<file path="src/rtl/multi_chan_measure_ctrl.sv">
// Multi-channel measurement sequencer: stretches one start request across NCH
// counter clock domains, waits for every enabled counter to go idle (or for a
// timeout / abort), then presents the captured counts over valid/ready.
module multi_chan_measure_ctrl #(
    parameter int NCH         = 5,
    parameter int VAL_W       = 32,
    parameter int START_HOLD  = 4,
    parameter int SETTLE      = 4,
    parameter int SYNC_STAGES = 2,
    parameter int TIMEOUT     = 10000000
) (
    input  logic                 clk,
    input  logic                 rst_n,
    input  logic                 start,
    input  logic                 abort,
    input  logic [NCH-1:0]       ch_en,
    output logic [NCH-1:0]       ch_start,
    input  logic [NCH-1:0]       ch_busy,
    input  logic [NCH*VAL_W-1:0] ch_val,
    output logic                 busy,
    output logic [2:0]           state_o,
    output logic                 res_valid,
    input  logic                 res_ready,
    output logic [NCH*VAL_W-1:0] res_val,
    output logic [NCH-1:0]       res_ok,
    output logic                 res_timeout,
    output logic                 res_aborted
);
    localparam int TW   = $clog2(TIMEOUT + 1);
    localparam int HMAX = (START_HOLD > SETTLE) ? START_HOLD : SETTLE;
    localparam int HW   = $clog2(HMAX + 1);

    localparam logic [2:0] S_IDLE    = 3'd0;
    localparam logic [2:0] S_ARM     = 3'd1;
    localparam logic [2:0] S_SETTLE  = 3'd2;
    localparam logic [2:0] S_WAIT    = 3'd3;
    localparam logic [2:0] S_CAPTURE = 3'd4;
    localparam logic [2:0] S_DONE    = 3'd5;

    logic [2:0]                     state_q, state_d;
    logic [NCH-1:0]                 en_q, en_d;
    logic [TW-1:0]                  tmo_q, tmo_d;
    logic [HW-1:0]                  hold_q, hold_d;
    logic                           quiet_q, quiet_d;
    logic [NCH-1:0]                 ch_start_q, ch_start_d;
    logic [NCH*VAL_W-1:0]           res_val_q, res_val_d;
    logic [NCH-1:0]                 res_ok_q, res_ok_d;
    logic                           res_to_q, res_to_d;
    logic                           res_ab_q, res_ab_d;
    logic [SYNC_STAGES-1:0][NCH-1:0] sync_q;
    logic [NCH-1:0]                 bsync;
    logic                           quiet;

    // Busy synchronisers: ch_busy is from foreign clock domains
    always_ff @(posedge clk or negedge rst_n) begin
        if (!rst_n) sync_q <= '0;
        else        sync_q <= {sync_q[SYNC_STAGES-2:0], ch_busy};
    end

    assign bsync = sync_q[SYNC_STAGES-1];
    assign quiet = ((bsync & en_q) == '0);

    // State and datapath registers
    always_ff @(posedge clk or negedge rst_n) begin
        if (!rst_n) begin
            state_q    <= S_IDLE;
            en_q       <= '0;
            tmo_q      <= '0;
            hold_q     <= '0;
            quiet_q    <= 1'b0;
            ch_start_q <= '0;
            res_val_q  <= '0;
            res_ok_q   <= '0;
            res_to_q   <= 1'b0;
            res_ab_q   <= 1'b0;
        end else begin
            state_q    <= state_d;
            en_q       <= en_d;
            tmo_q      <= tmo_d;
            hold_q     <= hold_d;
            quiet_q    <= quiet_d;
            ch_start_q <= ch_start_d;
            res_val_q  <= res_val_d;
            res_ok_q   <= res_ok_d;
            res_to_q   <= res_to_d;
            res_ab_q   <= res_ab_d;
        end
    end

    // Next-state and datapath update
    always_comb begin
        state_d  = state_q;
        en_d     = en_q;
        hold_d   = hold_q;
        quiet_d  = 1'b0;
        res_val_d = res_val_q;
        res_ok_d = res_ok_q;
        res_to_d = res_to_q;
        res_ab_d = res_ab_q;
        tmo_d    = tmo_q;
        // Saturating timeout counter, runs while a measurement is in flight
        if (state_q != S_IDLE && state_q != S_DONE && tmo_q != TW'(TIMEOUT))
            tmo_d = tmo_q + 1'b1;

        case (state_q)
            S_IDLE: begin
                if (start && !abort) begin
                    en_d      = ch_en;
                    tmo_d     = '0;
                    hold_d    = '0;
                    res_val_d = '0;
                    res_ok_d  = '0;
                    res_to_d  = 1'b0;
                    res_ab_d  = 1'b0;
                    state_d   = (ch_en != '0) ? S_ARM : S_DONE;
                end
            end
            S_ARM, S_SETTLE, S_WAIT: begin
                if (abort) begin
                    state_d   = S_DONE;
                    res_ab_d  = 1'b1;
                    res_ok_d  = '0;
                    res_val_d = '0;
                end else if (state_q == S_ARM) begin
                    hold_d = hold_q + 1'b1;
                    if (hold_q == HW'(START_HOLD - 1)) begin
                        hold_d  = '0;
                        state_d = S_SETTLE;
                    end
                end else if (state_q == S_SETTLE) begin
                    hold_d = hold_q + 1'b1;
                    if (hold_q == HW'(SETTLE - 1)) begin
                        hold_d  = '0;
                        state_d = S_WAIT;
                    end
                end else begin
                    // Completion needs two consecutive quiet samples; it beats timeout
                    quiet_d = quiet;
                    if (quiet && quiet_q) begin
                        state_d  = S_CAPTURE;
                        res_ok_d = en_q;
                    end else if (tmo_q == TW'(TIMEOUT)) begin
                        state_d  = S_CAPTURE;
                        res_to_d = 1'b1;
                        res_ok_d = en_q & ~bsync;
                    end
                end
            end
            S_CAPTURE: begin
                for (int i = 0; i < NCH; i++)
                    res_val_d[i*VAL_W +: VAL_W] = res_ok_q[i] ? ch_val[i*VAL_W +: VAL_W] : '0;
                state_d = S_DONE;
            end
            S_DONE: begin
                if (res_ready) state_d = S_IDLE;
            end
            default: state_d = S_IDLE;
        endcase

        // Start level is registered so it leaves glitch-free toward slow domains
        ch_start_d = (state_d == S_ARM) ? en_d : '0;
    end

    // Outputs decoded from state and result registers
    always_comb begin
        busy        = (state_q != S_IDLE);
        res_valid   = (state_q == S_DONE);
        state_o     = state_q;
        ch_start    = ch_start_q;
        res_val     = res_val_q;
        res_ok      = res_ok_q;
        res_timeout = res_to_q;
        res_aborted = res_ab_q;
    end
endmodule
</file>
<file path="config.mk">
export PLATFORM = sky130hd
export DESIGN_NAME = multi_chan_measure_ctrl
export DESIGN_NICKNAME = d
export VERILOG_FILES = /design/src/rtl/multi_chan_measure_ctrl.sv
export SDC_FILE = /design/constraint.sdc
export NUM_CORES = 1
export LEC_CHECK = 0
export ABC_CLOCK_PERIOD_IN_PS = 4080
export CORE_MARGIN = 1.5
export CORE_UTILIZATION = 40
export CTS_CLUSTER_DIAMETER = 50
export DETAILED_ROUTE_END_ITERATION = 7
export GPL_TIMING_DRIVEN = 0
export PLACE_DENSITY = 0.76
export SLEW_MARGIN = 0
export SYNTH_ARGS = -nofsm -noshare
export SYNTH_HDL_FRONTEND = slang
export SYNTH_SLANG_ARGS = --single-unit
</file>
<file path="constraint.sdc">
create_clock -name clk -period 4.08 [get_ports clk]
set_clock_uncertainty 0.2 [all_clocks]
set_input_delay 0.612 -clock clk [delete_from_list [all_inputs] [get_ports clk]]
set_output_delay 0.612 -clock clk [all_outputs]
set_load 0.02 [all_outputs]
</file>
* Word level (Yosys, flattened, before mapping) *
Cells that the tools add are included.

storage, ports and cells
  register bits = 218
  bits of input ports = 175
  output and inout port bits = 177
  logic and storage cells = 106

operators by class
  add/subtract/negate cells = 2
  eq/ne operators = 21
  multiplexer cells = 51
  bitwise gates (word level) = 3
  reductions and logical operators = 17

operator list
  kind                                            count
  one-hot mux 160 bit (3 select lines)            1
  2-to-1 mux 160 bit                              2
  2-to-1 mux 32 bit                               5
  2-to-1 mux 24 bit                               3
  2-to-1 mux 3 bit                                15
  2-to-1 mux 5 bit                                9
  adder 24 x 1 -> 24 bit (second input constant)  1
  == test 24 bit (second input constant)          1
  != test 24 bit (second input constant)          1
  != test 2 bit (second input constant)           7
  != test 3 bit (second input constant)           4
  one-hot mux 3 bit (4 select lines)              1
  2-to-1 mux 1 bit                                11
  AND 5 bit                                       2
  one-hot mux 5 bit (2 select lines)              1
  == test 3 x 2 -> 1 bit (second input constant)  3
  AND reduction 7 bit                             1
  == test 3 x 1 -> 1 bit (second input constant)  2
  == test 3 bit (second input constant)           2
  one-hot mux 3 bit (2 select lines)              1
  AND reduction 3 bit                             2
  nonzero test 3 bit                              2
  zero test 5 bit                                 1
  NOT 5 bit                                       1
  11 further kinds                                15

* Longest topological paths before layout *
Gate-level depths: netlist of the first run.

  word-level depth = 10
  depth in mapped cells = 8
  gate-level depth less buffers = 7

* Least setup slack after synthesis of the first run *
Ideal clock, no wire load.

  path kind = input to register
  start point = input port abort
  end point = register res_to_q (netlist: res_timeout)
  setup time = 0.132 ns
  data arrival time = 1.881 ns
  required time = 3.748 ns
  setup slack = 1.867 ns
  stages on the path = 6
  buffers on the path = 3
  path through = clkbuf_1 > nor2_1 > and3_1 > clkbuf_1 > buf_1 > nor2_1

between the ends
  longest elaborated chain between the ends = 4
  elaborated cells on any way between the ends = 5
  those cells by class = eq/ne (2); reduce/logical (3)

RTL lines
  item                               RTL line  text
  from (decl)                        15        input logic abort,
  zero test 1 bit                    107       if (start && !abort) begin
  logical AND 1 bit                  107
  != test 2 bit (no line)            -
  AND reduction 7 bit (no line) (*)  -
  to (signal assigned)               85        res_to_q <= res_to_d;
  to (decl)                          48        logic res_to_q, res_to_d;

Every way passes the cells marked *; elsewhere a longest branch is shown, timed or not.
A chain may end at the register's enable or synchronous reset.

* Worst setup path after layout of the first run *
  start point = register state_q[2] (netlist: state_o[2])
  end point = output port res_valid

between the ends
  longest elaborated chain between the ends = 1

RTL lines
  item                    RTL line  text
  from (decl)             40        logic [2:0] state_q, state_d;
  from (signal assigned)  77        state_q <= state_d;
  == test 3 bit           167       res_valid = (state_q == S_DONE);
  to (decl)               22        output logic res_valid,

No other way between the ends.

==> results of run 1 <==
-- per-layer routing --
metal  vias up  GRT usage  part of all wire
met4         0     0.0812             0.032
met5         -          0                 0
li1       3239          -                 -
met3        57     0.0638             0.083
met2       303      0.413              0.49
met1      3532      0.300              0.39
-- cell families (layout without fill, tap and decap cells) --
group / Yosys count / in the layout / share of synthesized area
compound gates: 225 / 225 / 0.217
flops: 218 / 218 / 0.647
simple gates: 138 / 138 / 0.0883
buf+inv: 62 / 454 / 0.0298
xor+xnor: 9 / 9 / 0.00935
fa+ha+maj: 4 / 4 / 0.00564
mux: 2 / 2 / 0.00238
-- synthesized netlist by cell type, types with 3 or more instances --
library cell / count / area share
or4_1: 7 / 0.0062
o31ai_1: 6 / 0.0053
nor2_1: 21 / 0.0094
nand2_1: 36 / 0.016
nor4_1: 3 / 0.0022
a32o_1: 5 / 0.0059
xnor2_1: 6 / 0.0062
nor3b_1: 7 / 0.0062
nor3_1: 7 / 0.0042
o21a_1: 3 / 0.0027
ha_1: 3 / 0.0045
and3_1: 9 / 0.0067
a22oi_1: 3 / 0.0027
xor2_1: 3 / 0.0031
or3_1: 14 / 0.010
a22o_1: 160 / 0.17
a21oi_1: 18 / 0.011
o21ai_0: 17 / 0.010
inv_1: 12 / 0.0053
clkbuf_1: 35 / 0.016
nand3_1: 13 / 0.0077
nand2b_1: 5 / 0.0037
buf_2: 11 / 0.0065
dfrtp_1: 218 / 0.65
nor2b_1: 4 / 0.0030
-- power breakdown --
group / switching (mW) / internal (mW) / total, mW
Sequential: 0.156 / 2.31 / 2.47
Combinational: 0.876 / 0.536 / 1.41
Clock: 0.850 / 1.28 / 2.13
-- per-stage QoR --
| step | cells | TNS [ns] |
|---|---|---|
| global placement | 1279 | -1508.79 |
| finish | 1320 | 0 |
| global route | 1320 | 0 |
| detailed placement | 1280 | 0 |
| CTS | 1320 | 0 |
| floorplan | 658 | 0 |
-- final cells by class --
type                       instances  share of cell area
buffer                            50              0.0158
clock buffer                      33              0.0546
clock inverter                     6             0.00497
inverter                          12             0.00344
multi-input combinational        378               0.208
sequential                       218               0.416
tap                              270              0.0258
timing repair buffer             353               0.271
-- worst max-delay path: cells and delay by family (launching register included) --
kind / cells / cell delay (ns)
buf+inv: 3 / 1.39
flops: 1 / 0.41
simple gates: 1 / 0.25
-- layout by cell type (no fill, tap or decap), drive strengths merged, types with 7 or more instances in the layout --
cell / instances
inv: 14
dfrtp: 218
nor2: 21
nand2: 36
buf: 16
nor3: 7
and3: 9
a22o: 160
a21oi: 18
clkdlybuf4s50: 350
clkbuf: 69
nor3b: 7
o21ai: 18
or3: 14
nand3: 13
or4: 7
-- path summary, 6_finish.rpt --
check | cells after the start | slack [ns] | start | endpoint
max in group asynchronous | 3 | 2.15 | rst_n | res_val[151]
min in group asynchronous | 2 | 0.52 | rst_n | tmo_q[11]
worst max register to register | 7 | 1.11 | state_o[2] | res_val[158]
worst min register to register | 0 | 0.15 | sync_q[2] | bsync[2]
worst max-delay path | 4 | 0.73 | state_o[2] | res_valid
worst min-delay path | 0 | 0.15 | sync_q[2] | bsync[2]
-- registers in the layout, indices dropped and copies added, names as in the netlist --
signal	cells
res_val	160
tmo_q	24
bsync	5
ch_start	5
en_q	5
res_ok	5
sync_q	5
hold_q	3
state_o	3
quiet_q	1
res_aborted	1
res_timeout	1
-- repair_timing --
action / in CTS / in global routing
hold buffers: 1 / 0
hold endpoints to repair: 33 / 0
endpoints found under the setup margin: 0 / 0
==> flow_metrics.env, run 1 <==
export IMPL_first_pass_iters=5
export IMPL_cts_max_level=1
export IMPL_utilization=0.641
export IMPL_max_freq_mhz=298
export IMPL_postCtsSetupRepairBufs=0
export IMPL_hp_class="flop to flop"
export IMPL_fin_crit_sh=0.822
export IMPL_fin_crit_ns=3.35
export IMPL_hold_slack_ns=0.147
export IMPL_crit_top_cell="clkbuf_1"
export IMPL_status="completed"
export IMPL_crit_chain="clkbuf_1 -> clkbuf_1 -> and2_1 -> clkdlybuf4s50_1"
export IMPL_async_flop_share=1.00
export IMPL_slew_headroom=0.453
export IMPL_port_buffers=351
export IMPL_viasPerCell=5.40
export IMPL_fillers=1596
export IMPL_die_h_um=148
export IMPL_cts_tree="done"
export IMPL_cp_max_fo=10
export IMPL_synth_main_ff_cell="dfrtp_1"
export IMPL_final_nets=1215
export IMPL_ios=352
export IMPL_multiInputGateArea_sq_mm=0.00272
export IMPL_critical_path_class="flop to primary output"
export IMPL_power_density_mw_per_mm2=459
export IMPL_cp_required_ns=3.27
export IMPL_clkTransAtPathRegs_ns=0.06
export IMPL_drc_errors=0
export IMPL_seq_area_sq_mm=0.00546
export IMPL_p_leak_nw=5.76
export IMPL_dpl_instance_area_sq_mm=0.0123
export IMPL_cts_max_path_buffers=3
export IMPL_vias=7131
export IMPL_worst_endpoint_arrival_ns=2.54
export IMPL_rsz0062_at_grt="no"
export IMPL_rows=52
export IMPL_grt_max_degree=116
export IMPL_wl_um=27300
export IMPL_clockRootBuffer="clkbuf_16"
export IMPL_grt_pass1_vias=7275
export IMPL_seq_area_frac_synth=0.647
export IMPL_hold_viol_final=0
export IMPL_wl_per_cell_um=20.7
export IMPL_ant_nets=0
export IMPL_grt_pass1_wl_um=41800
export IMPL_clkSinkCount=218
export IMPL_cts_buffers=24
export IMPL_syn_area_sq_mm=0.00843
export IMPL_antenna_found_initial=0
export IMPL_dieArea_sq_mm=0.0219
export IMPL_final_area_sq_mm=0.0131
export IMPL_clkLatencyLatePin_ns=0.50
export IMPL_track_usage=0.243
export IMPL_gr_total_overflow=0
export IMPL_cp_start_kind="flop"
export IMPL_slowest_stage="clkdlybuf4s50_1"
export IMPL_layout_setup_ws_ns=0.727
export IMPL_areaGrowthSynthToFinish_pct=55.5
export IMPL_ys_warnings_count=0
export IMPL_place_hpwl_um=19800
export IMPL_setup_violations=0
export IMPL_pre_cts_slack_ns=0.521
export IMPL_slowest_delay_ns=0.62
export IMPL_die_x_um=148
export IMPL_num_antenna_cells=0
export IMPL_synth_cell_types=51
export IMPL_drt_iter0_markers=371
export IMPL_place_congestion=0.907
export IMPL_maxCapViolCount=0
export IMPL_final_max_slew_viol_count=0
export IMPL_ys_ff_latch=218
export IMPL_initial_utilization=0.413
export IMPL_syn_avg_cell_area_sq_um=12.8
export IMPL_endpoint_kind="primary output"
export IMPL_totalPowerFinal_mw=6.01
export IMPL_synth_edff_count=0
export IMPL_core_sq_mm=0.0204
export IMPL_worst_pin_slew_ns=0.821
export IMPL_cts_resized=0
export IMPL_syn_instance_count=658
export IMPL_vdd_drop_max_v=0.000345
export IMPL_syn_nets=836
export IMPL_drive_above_1_share=0.0562
Power figures use the tool's default switching activity.
==> run 2: changes to the inputs <==
--- a/config.mk
+++ b/config.mk
@@ -5,7 +5,7 @@
 export SDC_FILE = /design/constraint.sdc
 export NUM_CORES = 1
 export LEC_CHECK = 0
-export ABC_CLOCK_PERIOD_IN_PS = 4080
+export ABC_CLOCK_PERIOD_IN_PS = 3500
 export CORE_MARGIN = 1.5
 export CORE_UTILIZATION = 40
 export CTS_CLUSTER_DIAMETER = 50
==> constraint.sdc (replaced) <==
create_clock -name clk -period 3.5 [get_ports clk]
set_clock_uncertainty 0.2 [all_clocks]
set_input_delay 0.525 -clock clk [delete_from_list [all_inputs] [get_ports clk]]
set_output_delay 0.525 -clock clk [all_outputs]
set_load 0.02 [all_outputs]
==> results of run 2 <==
Same layout as run 1 (identical final DEF). Status: completed.
Among the figures that moved: setup slack after placement 0.521 ns -> 0.0277 ns; setup slack after layout 0.727 ns -> 0.234 ns; register-to-register setup slack 1.11 ns -> 0.53 ns; total power 6.01 mW -> 7.01 mW; worst IR drop on VDD 0.000345 V -> 0.000403 V
==> run 3: changes to the inputs <==
==> constraint.sdc (replaced) <==
create_clock -name clk -period 3.5 [get_ports clk]
set_clock_uncertainty 0.2 [all_clocks]
set_input_delay 0.35 -clock clk [delete_from_list [all_inputs] [get_ports clk]]
set_output_delay 0.35 -clock clk [all_outputs]
set_load 0.02 [all_outputs]
==> results of run 3 <==
Same layout as run 1 (identical final DEF). Status: completed.
Among the figures that moved: setup slack after placement 0.521 ns -> 0.203 ns; setup slack after layout 0.727 ns -> 0.409 ns; hold slack 0.147 ns -> 0.0871 ns; register-to-register setup slack 1.11 ns -> 0.53 ns; end point of the worst hold path bsync[2] -> sync_q[3]; total power 6.01 mW -> 7.01 mW; worst IR drop on VDD 0.000345 V -> 0.000403 V
